==> config.mk <==
export PLATFORM = sky130hd
export DESIGN_NAME = ramfifo_ctl
export DESIGN_NICKNAME = d
export VERILOG_FILES = /design/src/rtl/ramfifo_ctl.sv
export SDC_FILE = /design/constraint.sdc
export NUM_CORES = 1
export LEC_CHECK = 0
export BUFFER_PORTS_ARGS = -buffer_cell sky130_fd_sc_hd__buf_2
export CAP_MARGIN = 20
export CORE_AREA = 2 2 116 118
export CTS_CLUSTER_DIAMETER = 50
export CTS_CLUSTER_SIZE = 14
export DETAILED_ROUTE_END_ITERATION = 12
export DIE_AREA = 0 0 118 120
export GPL_TIMING_DRIVEN = 0
export PLACE_DENSITY_LB_ADDON = 0.3
export SKIP_LAST_GASP = 1
export SYNTH_ARGS = -nofsm -noshare
export SYNTH_HDL_FRONTEND = slang
export SYNTH_SLANG_ARGS = --single-unit
==> constraint.sdc <==
create_clock -name clk -period 8.8 [get_ports clk]
set_input_delay 0.44 -clock clk [delete_from_list [all_inputs] [get_ports clk]]
set_output_delay 0.44 -clock clk [all_outputs]
set_load 0.02 [all_outputs]
==> src/rtl/ramfifo_ctl.sv <==
// ramfifo_ctl: single-clock FIFO controller around an external two-port RAM.
// Words are written straight into the RAM; reads are issued ahead of demand
// and their registered data is collected in a 2-entry output buffer, which
// presents a first-word-fall-through valid/ready pop interface.
module ramfifo_ctl #(
    parameter int ADDRBIT = 9,
    parameter int DEPTH   = 512,
    parameter int WIDTH   = 32
) (
    input  logic               clk,
    input  logic               rst,
    input  logic               flush,
    input  logic               push_vld,
    input  logic [WIDTH-1:0]   push_dat,
    output logic               push_rdy,
    output logic               pop_vld,
    output logic [WIDTH-1:0]   pop_dat,
    input  logic               pop_rdy,
    output logic [ADDRBIT+1:0] cnt,
    output logic [ADDRBIT-1:0] ram_wa,
    output logic               ram_we,
    output logic [WIDTH-1:0]   ram_wdi,
    output logic [ADDRBIT-1:0] ram_ra,
    output logic               ram_re,
    input  logic [WIDTH-1:0]   ram_rdo,
    output logic               ram_test,
    output logic               ram_mask
);

    localparam logic [ADDRBIT:0]   MCNT_FULL = (ADDRBIT+1)'(DEPTH);
    localparam logic [ADDRBIT:0]   MCNT_ONE  = (ADDRBIT+1)'(1);
    localparam logic [ADDRBIT-1:0] PTR_LAST  = ADDRBIT'(DEPTH - 1);
    localparam logic [ADDRBIT-1:0] PTR_ONE   = ADDRBIT'(1);

    // RAM pointers, count of words in RAM not yet read-issued, read-in-flight flag
    logic [ADDRBIT-1:0] wp_reg, wp_next;
    logic [ADDRBIT-1:0] rp_reg, rp_next;
    logic [ADDRBIT:0]   mcnt_reg, mcnt_next;
    logic               infl_reg, infl_next;

    // Output buffer: slot 0 is the head of the queue
    logic [WIDTH-1:0]   ob0_reg, ob0_next;
    logic [WIDTH-1:0]   ob1_reg, ob1_next;
    logic [1:0]         obn_reg, obn_next;

    logic               pop_take;
    logic               pop_shift;
    logic               load;
    logic [1:0]         obn_base;
    logic [2:0]         ob_demand;
    logic [2:0]         ob_limit;

    assign ram_test = 1'b0;
    assign ram_mask = 1'b0;

    assign pop_vld  = (obn_reg != 2'd0);
    assign pop_dat  = ob0_reg;
    assign pop_take = pop_vld & pop_rdy;

    assign push_rdy = ~rst & ~flush & (mcnt_reg < MCNT_FULL);
    assign ram_we   = push_vld & push_rdy;
    assign ram_wa   = wp_reg;
    assign ram_wdi  = push_dat;

    // A read may be issued only if its data will find a free buffer slot,
    // counting the word already in flight and the pop happening this cycle.
    assign ob_demand = {1'b0, obn_reg} + {2'b00, infl_reg};
    assign ob_limit  = 3'd2 + {2'b00, pop_take};
    assign ram_re    = ~flush & (mcnt_reg != '0) & (ob_demand < ob_limit);
    assign ram_ra    = rp_reg;

    assign cnt = {1'b0, mcnt_reg}
               + {{(ADDRBIT+1){1'b0}}, infl_reg}
               + {{ADDRBIT{1'b0}}, obn_reg};

    // Next-state for pointers, RAM word count and the in-flight flag
    always_comb begin
        wp_next   = wp_reg;
        rp_next   = rp_reg;
        mcnt_next = mcnt_reg;
        infl_next = ram_re;
        if (ram_we) begin
            wp_next = (wp_reg == PTR_LAST) ? '0 : wp_reg + PTR_ONE;
        end
        if (ram_re) begin
            rp_next = (rp_reg == PTR_LAST) ? '0 : rp_reg + PTR_ONE;
        end
        case ({ram_we, ram_re})
            2'b10:   mcnt_next = mcnt_reg + MCNT_ONE;
            2'b01:   mcnt_next = mcnt_reg - MCNT_ONE;
            default: mcnt_next = mcnt_reg;
        endcase
        if (flush) begin
            wp_next   = '0;
            rp_next   = '0;
            mcnt_next = '0;
            infl_next = 1'b0;
        end
    end

    // Next-state for the output buffer: pop shifts slot 1 to the head, then
    // returning read data fills the first free slot.
    always_comb begin
        pop_shift = pop_take & ~flush;
        load      = infl_reg & ~flush;
        obn_base  = obn_reg - {1'b0, pop_shift};
        ob0_next  = pop_shift ? ob1_reg : ob0_reg;
        ob1_next  = ob1_reg;
        if (load) begin
            if (obn_base == 2'd0) begin
                ob0_next = ram_rdo;
            end else begin
                ob1_next = ram_rdo;
            end
        end
        obn_next = flush ? 2'd0 : obn_base + {1'b0, load};
    end

    // State registers with asynchronous clear
    always_ff @(posedge clk or posedge rst) begin
        if (rst) begin
            wp_reg   <= '0;
            rp_reg   <= '0;
            mcnt_reg <= '0;
            infl_reg <= 1'b0;
            ob0_reg  <= '0;
            ob1_reg  <= '0;
            obn_reg  <= 2'd0;
        end else begin
            wp_reg   <= wp_next;
            rp_reg   <= rp_next;
            mcnt_reg <= mcnt_next;
            infl_reg <= infl_next;
            ob0_reg  <= ob0_next;
            ob1_reg  <= ob1_next;
            obn_reg  <= obn_next;
        end
    end

endmodule

* Word-level counts from Yosys, hierarchy flattened *
Index checks and enable logic that the tools add are counted.
Widths: inputs -> output; s select.

operators by class
  add/subtract/negate cells = 10
  order comparisons = 2
  equal/unequal tests = 4
  multiplexer cells = 13
  bitwise gates (word level) = 11
  reductions and logical operators = 7

operators with widths
  cell                   number
  $mux 32                3
  $mux 9                 6
  $pmux 10 s2            1
  $add 9x1->9 const B    2
  $eq 9x9->1 const B     2
  $add 10x1->11          1
  $add 11x2->11          1
  $add 10x1->10 const B  1
  $lt 10x10->1 const B   1
  $mux 10                1
  $reduce_bool 10->1     1
  $sub 10x1->10 const B  1
  $and 1x1->1            8
  $reduce_bool 2->1      3
  $add 2x1->3            1
  $add 2x1->3 const A    1
  $lt 3x3->1             1
  $not 1->1              3
  $reduce_bool 3->1      1
  $add 2x1->2            1
  $eq 2x1->1 const B     1
  $eq 2x2->1 const B     1
  $logic_not 2->1        1
  $mux 2                 1
  other kinds (3)        3

storage, ports and cells
  bits in registers = 95
  logic and storage cells = 54

* Logic depth before layout (Yosys ltp) *
Gate-level depths: netlist (run 1).

  word-level depth = 8
  mapped depth = 14
  mapped depth without buffers = 14

* Worst setup path before layout (run 1) *
Ideal clock, no wire load.

  path kind = register to register
  start = register obn_reg[0]
  end = register mcnt_reg[8]
  library setup time = 0.136 ns
  arrival = 2.759 ns
  data required time = 8.664 ns
  path slack = 5.905 ns
  cell stages (with the launch flop) = 15
  clock period less this slack = 2.895 ns
  cell sequence = dfrtp_1 -> ha_1 -> ha_1 -> o21ai_2 -> nand3_4 -> inv_2 -> nand2_1 -> inv_1 -> ha_1 -> o21ai_0 -> a21oi_1 -> or4_1 -> a21oi_1 -> xor2_1 -> o31ai_1

on the way
  longest elaborated chain between the ends = 8

ends and longest elaborated chain
  what                                             line  text
  from (decl)                                      44    logic [1:0] obn_reg, obn_next;
  from (signal assigned)                           136   obn_reg <= obn_next;
  $reduce_bool 2->1                                56    assign pop_vld = (obn_reg != 2'd0);
  $and 1x1->1                                      58    assign pop_take = pop_vld & pop_rdy;
  $add 2x1->3                                      68    assign ob_limit = 3'd2 + {2'b00, pop_take};
  $lt 3x3->1 *                                     69    assign ram_re = ~flush & (mcnt_reg != '0) & (ob_demand < ob_limit);
  $and 1x1->1 *                                    69
  via ram_re                                       24    output logic ram_re,
  $eq 2x1->1 / $eq 2x2->1 (equally long branches)  88    case ({ram_we, ram_re})
  $pmux 10 s2                                      88
  $mux 10                                          93    if (flush) begin
  to (signal assigned)                             132   mcnt_reg <= mcnt_next;
  to (decl)                                        38    logic [ADDRBIT:0] mcnt_reg, mcnt_next;

Mark *: on every way through the listed nets, which the timed path passes. The rest lies on a longest branch.
A chain may end at the register's enable or synchronous reset.

* Final worst setup path (run 1) *
  start = register mcnt_reg[5]
  end = register mcnt_reg[9]

on the way
  longest elaborated chain between the ends = 6

ends and longest elaborated chain
  what                                                       line
  $lt 10x10->1 / $reduce_bool 10->1 (equally long branches)  60, 69
  $and 1x1->1 (on tied branches)                             60, 69
  $and 1x1->1 (on tied branches)                             61, 69
  $eq 2x1->1 / $eq 2x2->1 (equally long branches)            88
  $pmux 10 s2                                                88
  $mux 10                                                    93

Several ways; a longest one is shown, not always the timed one.

==> results of run 1 <==
-- metal layers --
| metal | track usage (%) | part of all wire [%] | up-vias |
|---|---|---|---|
| met1 | 21.3 | 44 | 1947 |
| li1 | - | - | 1945 |
| met4 | 6.33 | 1.8 | 0 |
| met3 | 4.28 | 5.7 | 17 |
| met5 | 0 | 0 | - |
| met2 | 28.0 | 48 | 114 |
-- through the flow --
stage,instance area [sq um],hold slack [ns]
4_1_cts,6280,0.245
6_report,6280,0.217
3_5_place_dp,5960,0.482
5_1_grt,6280,0.282
2_1_floorplan,5050,0.458
3_3_place_gp,5940,0.468
-- layout make-up --
type	instances	share of cell area, %
Clock inverter	6	1.20
Tap cell	176	3.51
Sequential cell	95	37.9
Buffer	51	5.40
Inverter	16	0.997
Clock buffer	10	3.81
Multi-Input combinational cell	326	36.3
Timing Repair Buffer	134	10.9
-- worst paths after layout --
check / start / endpoint / slack, ns / depth (start not counted)
min in group clk: ram_rdo[24] / ob1_reg[24] / 0.33 / 2
min: rst / ram_wa[3] / 0.22 / 2
max: mcnt_reg[5] / mcnt_reg[9] / 5.40 / 13
max reg2reg: mcnt_reg[5] / mcnt_reg[9] / 5.40 / 13
max in group asynchronous: rst / pop_dat[12] / 7.92 / 3
min reg2reg: ob1_reg[24] / ob1_reg[24] / 0.49 / 1
-- Yosys cell counts, types with 3 or more instances --
cell	count	area share [%]
sky130_fd_sc_hd__dfrtp_1	95	47
sky130_fd_sc_hd__nor2_1	56	4.2
sky130_fd_sc_hd__a21oi_1	47	4.7
sky130_fd_sc_hd__buf_4	34	5.1
sky130_fd_sc_hd__mux2i_1	32	6.3
sky130_fd_sc_hd__mux2_2	31	6.9
sky130_fd_sc_hd__nand2_1	28	2.1
sky130_fd_sc_hd__ha_1	17	4.2
sky130_fd_sc_hd__inv_1	15	1.1
sky130_fd_sc_hd__nand3_1	14	1.4
sky130_fd_sc_hd__o21ai_0	13	1.3
sky130_fd_sc_hd__xnor2_1	11	1.9
sky130_fd_sc_hd__clkbuf_1	9	0.67
sky130_fd_sc_hd__buf_2	7	0.69
sky130_fd_sc_hd__nor3_1	7	0.69
sky130_fd_sc_hd__a31oi_1	6	0.74
sky130_fd_sc_hd__and3_1	6	0.74
sky130_fd_sc_hd__o31ai_1	6	0.89
sky130_fd_sc_hd__xor2_1	6	1.0
sky130_fd_sc_hd__a22o_1	4	0.69
sky130_fd_sc_hd__nor2b_1	4	0.50
sky130_fd_sc_hd__fa_1	3	1.2
sky130_fd_sc_hd__nand2b_1	3	0.37
sky130_fd_sc_hd__or2_2	3	0.37
sky130_fd_sc_hd__or3_1	3	0.37
-- critical path: stages, from the launching register on --
cell and delay, ns:
sky130_fd_sc_hd__dfrtp_1 0.47, sky130_fd_sc_hd__nor4_1 0.42, sky130_fd_sc_hd__nand4_1 0.23, sky130_fd_sc_hd__nand3_4 0.18, sky130_fd_sc_hd__inv_2 0.08, sky130_fd_sc_hd__nand2_1 0.14
sky130_fd_sc_hd__inv_1 0.17, sky130_fd_sc_hd__ha_1 0.37, sky130_fd_sc_hd__a21oi_1 0.15, sky130_fd_sc_hd__nand2_1 0.06, sky130_fd_sc_hd__a31oi_1 0.39, sky130_fd_sc_hd__o22ai_1 0.19
sky130_fd_sc_hd__or3_1 0.34, sky130_fd_sc_hd__a31oi_1 0.13
-- power groups by stage --
stage | logic [mW] | clock network [mW] | registers [mW]
2_1_floorplan | 0.669 | 0 | 0.830
5_1_grt | 1.15 | 0.437 | 0.776
4_1_cts | 1.05 | 0.422 | 0.750
3_5_place_dp | 1.04 | 0 | 0.757
3_3_place_gp | 1.01 | 0 | 0.746
6_report | 1.04 | 0.410 | 0.749
-- cells by family after synthesis --
logic type	synth area share [%]
AO/OA/AOI/OAI	10.3
XOR/XNOR	2.95
flip-flops	47.1
other	0.0743
multiplexers	14.0
adder cells (fa/ha/maj)	5.40
AND/OR/NAND/NOR	12.3
buffers and inverters	7.90
==> metrics.json, run 1 <==
{
  "detailed_routing": {
    "drt-vias-per-instance": 4.94,
    "routed-via-count": 4023,
    "wirelength_mm": 11.7,
    "drt_pass_1_iters": 4,
    "ant_nets": 0,
    "detail_route.iter0.violations": 196,
    "wl_per_cell_um": 14.4,
    "post-route-drc-count": 0
  },
  "floorplanning": {
    "fp.dieW_um": 118,
    "pin_count": 168,
    "die_h_um": 120,
    "fp-row-count": 42,
    "coreArea_sq_mm": 0.0130,
    "floorplan.die_area_sq_mm": 0.0142,
    "initial_core_util_pct": 38.9
  },
  "power_and_ir_drop": {
    "seqPwrFrac_pct": 34.1,
    "power_switching_share_pct": 41.2,
    "comb_power_share_pct": 47.2,
    "irDropWorstVdd_uv": 152,
    "p_per_area_mw_per_mm2": 350,
    "intPower_mw": 1.29,
    "switching_power_uw": 904,
    "leakage_nw": 3.03,
    "p_clk_share_pct": 18.7,
    "finalPower_mw": 2.19
  },
  "layout": {
    "layout.cells.most_common": "sky130_fd_sc_hd__buf_2",
    "most-common-layout-cells": "sky130_fd_sc_hd__buf_2 (140), sky130_fd_sc_hd__dfrtp_1 (95), sky130_fd_sc_hd__nor2_1 (56)",
    "drive_above_1_share_pct": 36.8,
    "synthToLayoutAreaGrowth_pct": 24.3,
    "post_layout_nonfiller_instances": 814,
    "finish.utilization_pct": 48.4,
    "multi_input_area_sq_mm": 0.00228,
    "num-fill-cells": 1264,
    "n_antenna_cell": 0,
    "register_area_sq_mm": 0.00238,
    "nets": 722
  },
  "timing": {
    "fin_setup_tns_ns": 0,
    "clock-skew-final_ns": 0.00452,
    "drv_slew": 0,
    "pin_slew_with_the_least_headroom_to_its_limit_ns": 0.658,
    "final.period_utilization_pct": 38.6,
    "rsz0062_at_grt": "no",
    "max_freq_ghz": 0.294,
    "setup_viol": 0,
    "hold_viol": 0,
    "slew_headroom_pct": 56.1,
    "finalWorstSetupSlack_ns": 5.40,
    "layout_min_cycle_time_ns": 3.40
  },
  "grt": {
    "grt.total_usage_pct": 16.9,
    "antenna_found_initial": 0,
    "maximum_number_of_pins_on_one_net_before_global_route_repair": 53,
    "number_of_global_route_vias_before_repair": 4007,
    "grt_first_pass_wirelength_mm": 19.2,
    "grt_overflow_total": 0
  },
  "setup_path": {
    "timing.critical_path.fanout_max": 10,
    "critical_path.startpoint_type": "register",
    "critPathRequiredTime_ns": 9.06,
    "cp.arrival_ns": 3.67,
    "worst_setup_path_end_kind": "register",
    "critical_path_class": "reg -> reg"
  },
  "clock_network": {
    "post_cts.repair.setup_buffers": 0,
    "clkSinkCount": 95,
    "clock_insertion_delay_worst_skew_ns": 0.34,
    "cts_hold_buf": 0,
    "cts_root_buf": "sky130_fd_sc_hd__clkbuf_16",
    "ctsResizeCount": 0,
    "htree_levels": 3,
    "tritoncts_clock_tree": "done",
    "cts.path.max_buffers": 2,
    "cts_buffers": 9,
    "worst_setup_hold_path_clk_slew_ns": 0.07
  },
  "yosys": {
    "synth_area_sq_mm": 0.00505,
    "netlist-cell-type-count": 48,
    "synthesis.instances": 487,
    "synth-seq-cells": 95,
    "leading_register_cell_type_out_of_synthesis": "sky130_fd_sc_hd__dfrtp_1",
    "synth_edf_count": 0,
    "seq_area_frac_synth_pct": 47.1,
    "synth_async_reset_ratio_pct": 100,
    "warnings_synthesis": 0,
    "post_synth.cell_area_avg_sq_um": 10.4
  },
  "placed_design": {
    "place_hpwl_mm": 8.65,
    "io_buffers": 133,
    "place.detailed.instances": 798,
    "post-place-ws_ns": 5.43,
    "globalplace.congestion": 0.836
  },
  "job": {
    "cap_viol_max_count": 0
  },
  "outcome": {
    "status": "complete, no violations"
  },
  "hold_path": {
    "hold_class": "in -> async"
  }
}
Note: power is estimated with default switching activity, not from simulation.
==> run 2, diff against run 1 <==
==> constraint.sdc (replaced) <==
create_clock -name clk -period 3.6 [get_ports clk]
set_input_delay 0.18 -clock clk [delete_from_list [all_inputs] [get_ports clk]]
set_output_delay 0.18 -clock clk [all_outputs]
set_load 0.02 [all_outputs]
==> run 2 against run 1 <==
Against the previous run: die area is the same; non-clock buffer count is 1 higher; sequential share of layout area shrank 0.17 points; setup slack got worse by 5.1 ns; critical path depth grew 1.
==> metrics.json, run 2 (same netlist as run 1, synthesis figures left out) <==
{
  "layout": {
    "nets": {"value": 723, "change": "+0.14%"},
    "synthToLayoutAreaGrowth_pct": 24.9,
    "n_antenna_cell": {"value": 0, "change": "unchanged"},
    "finish.utilization": {"value": 48.6, "unit": "%", "change": "+0.22 points"},
    "drive_above_1_share": {"value": 37.2, "unit": "%", "change": "+0.41 points"},
    "layout.cells.most_common": "sky130_fd_sc_hd__buf_2",
    "most-common-layout-cells": "sky130_fd_sc_hd__buf_2 (140), sky130_fd_sc_hd__dfrtp_1 (95), sky130_fd_sc_hd__nor2_1 (56)"
  },
  "floorplanning": {
    "die_h": {"value": 120, "unit": "um", "change": "unchanged"},
    "fp-row-count": {"value": 42, "change": "unchanged"},
    "fp.dieW": {"value": 118, "unit": "um", "change": "unchanged"},
    "floorplan.die_area": {"value": 0.0142, "unit": "sq mm", "change": "unchanged"},
    "coreArea": {"value": 0.0130, "unit": "sq mm", "change": "unchanged"},
    "pin_count": {"value": 168, "change": "unchanged"},
    "initial_core_util": {"value": 38.9, "unit": "%", "change": "unchanged"}
  },
  "placed_design": {
    "post-place-ws": {"value": 0.239, "unit": "ns", "change": "-5.19 ns"},
    "place_hpwl": {"value": 8.65, "unit": "mm", "change": "unchanged"},
    "globalplace.congestion": {"value": 0.836, "change": "unchanged"},
    "io_buffers": {"value": 133, "change": "unchanged"}
  },
  "clock_network": {
    "clock_insertion_delay_worst_skew": {"value": 0.34, "unit": "ns", "change": "about the same"},
    "tritoncts_clock_tree": "done",
    "clkSinkCount": {"value": 95, "change": "unchanged"},
    "cts.path.max_buffers": {"value": 2, "change": "unchanged"},
    "post_cts.repair.setup_buffers": {"value": 0, "change": "unchanged"},
    "cts_buffers": {"value": 9, "change": "unchanged"},
    "worst_setup_hold_path_clk_slew": {"value": 0.07, "unit": "ns", "change": "about the same"},
    "cts_root_buf": "sky130_fd_sc_hd__clkbuf_16",
    "htree_levels": {"value": 3, "change": "unchanged"}
  },
  "setup_path": {
    "cpLargestDelayFamily": "adder cells",
    "critPathRequiredTime": {"value": 3.81, "unit": "ns", "change": "-5.25 ns"},
    "critical_path.n_buffers_inverters": {"value": 2, "change": "unchanged"},
    "critPathSlowestCell": "sky130_fd_sc_hd__dfrtp_1",
    "critPathMostFrequentCell": "sky130_fd_sc_hd__ha_1",
    "cp.arrival": {"value": 3.49, "unit": "ns", "change": "-0.18 ns"},
    "worst_setup_path_end_kind": "register",
    "worstPathCellList": "ha_1 > ha_1 > o21ai_2 > nand3_4 > inv_2 > nand2_1 > inv_1 > ha_1 > o21ai_0 > a21oi_1 > or4_1 > a21oi_1 > xor2_1 > o31ai_1",
    "timing.critical_path.fanout_max": {"value": 10, "change": "unchanged"},
    "critical_path.startpoint_type": "register",
    "critical_path_class": "reg -> reg",
    "timing.critical_path.slowest_cell_delay": {"value": 0.42, "unit": "ns", "change": "-0.05 ns"}
  },
  "power_and_ir_drop": {
    "irDropWorstVdd": {"value": 373, "unit": "uV", "change": "+140%"},
    "p_per_area": {"value": 853, "unit": "mW/mm^2", "change": "+140%"},
    "leakage": {"value": 3.04, "unit": "nW", "change": "+0.23%"}
  },
  "timing": {
    "clock-skew-final": {"value": 0.00491, "unit": "ns", "change": "+0.000387 ns"},
    "hold_ws": {"value": 0.0747, "unit": "ns", "change": "-0.142 ns"},
    "slew_headroom": {"value": 54.7, "unit": "%", "change": "-1.4 points"},
    "layout_min_cycle_time": {"value": 3.28, "unit": "ns", "change": "-0.118 ns"},
    "final.period_utilization": {"value": 91.2, "unit": "%", "change": "+53 points"},
    "rsz0062_at_grt": "no",
    "setup_viol": {"value": 0, "change": "unchanged"},
    "hold_viol": {"value": 0, "change": "unchanged"},
    "max_freq": {"value": 0.305, "unit": "GHz", "change": "+3.6%"},
    "pin_slew_with_the_least_headroom_to_its_limit": {"value": 0.679, "unit": "ns", "change": "+0.0206 ns"},
    "drv_slew": {"value": 0, "change": "unchanged"},
    "finalWorstSetupSlack": {"value": 0.318, "unit": "ns", "change": "-5.08 ns"}
  },
  "detailed_routing": {
    "drt-vias-per-instance": {"value": 4.95, "change": "+0.15%"},
    "detail_route.iter0.violations": {"value": 217, "change": "+11%"},
    "drt_pass_1_iters": {"value": 4, "change": "unchanged"},
    "detailroute.wirelength.met3": {"value": 649, "unit": "um", "change": "-2.8%"},
    "highest_metal_layer_used_by_the_detailed_router": "met4",
    "post-route-drc-count": {"value": 0, "change": "unchanged"},
    "wl_per_cell": {"value": 14.4, "unit": "um", "change": "+0.28%"},
    "routed-wl-met2": {"value": 5.64, "unit": "mm", "change": "-0.37%"},
    "wirelength": {"value": 11.7, "unit": "mm", "change": "+0.40%"},
    "ant_nets": {"value": 0, "change": "unchanged"},
    "routed-via-count": {"value": 4034, "change": "+0.27%"},
    "route.layer.met1.wl": {"value": 5.23, "unit": "mm", "change": "+1.7%"}
  },
  "job": {
    "cap_viol_max_count": {"value": 0, "change": "unchanged"}
  },
  "grt": {
    "maximum_number_of_pins_on_one_net_before_global_route_repair": {"value": 53, "change": "unchanged"},
    "number_of_global_route_vias_before_repair": {"value": 3997, "change": "-0.25%"},
    "grt_first_pass_wirelength": {"value": 19.2, "unit": "mm", "change": "+0.18%"},
    "antenna_found_initial": {"value": 0, "change": "unchanged"},
    "grt_overflow_total": {"value": 0, "change": "unchanged"},
    "grt.total_usage": {"value": 16.9, "unit": "%", "change": "+0.021 points"}
  },
  "outcome": {
    "status": "complete, no violations"
  },
  "hold_path": {
    "hold_class": "in -> reg"
  }
}
run 2: cell types whose count changed in the layout (fill, tap and decap cells not counted):
cell / before / now
sky130_fd_sc_hd__nor4_1: 2 / 0
sky130_fd_sc_hd__a31oi_2: 0 / 1
sky130_fd_sc_hd__a31oi_1: 6 / 5
sky130_fd_sc_hd__nor4_2: 0 / 2
sky130_fd_sc_hd__dlygate4sd3_1: 0 / 1
run 2: per-stage QoR:
stage / total power, mW / instance area (sq um) / TNS [ns] / std cells
global route: 5.80 / 6300 / 0 / 815
floorplan: 3.66 / 5050 / 0 / 488
detailed placement: 4.40 / 5960 / 0 / 798
CTS: 5.42 / 6290 / 0 / 815
global placement: 4.28 / 5940 / -20.76 / 797
finish: 5.38 / 6300 / 0 / 815
run 2: path summary, 6_finish.rpt:
kind / from / endpoint / slack [ns] / cells after the start
worst max-delay path: obn_reg[0] / mcnt_reg[8] / 0.32 / 14
worst min-delay path: ram_rdo[24] / ob1_reg[24] / 0.07 / 2
worst max register to register: obn_reg[0] / mcnt_reg[8] / 0.32 / 14
worst min register to register: ob1_reg[24] / ob1_reg[24] / 0.49 / 1
max in group asynchronous: rst / pop_dat[12] / 2.42 / 4
min in group asynchronous: rst / mcnt_reg[7] / 0.51 / 3
run 2: power breakdown:
group	total, mW	switching, mW	internal [mW]
clock	1.00	0.433	0.569
sequential	1.84	0.315	1.52
combinational	2.54	1.47	1.07
run 2: timing repair:
action                                 in CTS  in global routing
endpoints found under the hold margin      51                  0
gates resized for setup                     0                  3
setup endpoints to repair                   0                  2
hold buffers                                1                  0
run 2: area by class of cell:
class,count,area [sq um]
well taps,176,220
flip-flops and latches,95,2380
plain buffers,51,339
clock buffers,10,239
multi-input cells,326,2300
clock inverters,6,75.1
inverters,16,62.6
fillers,1264,6680
repair buffers,135,696
run 2: metal layers:
metal	vias to the layer above	track usage [%]
met2	114	27.9
met1	1955	21.5
li1	1948	-
met4	0	6.33
met5	-	0
met3	17	4.28
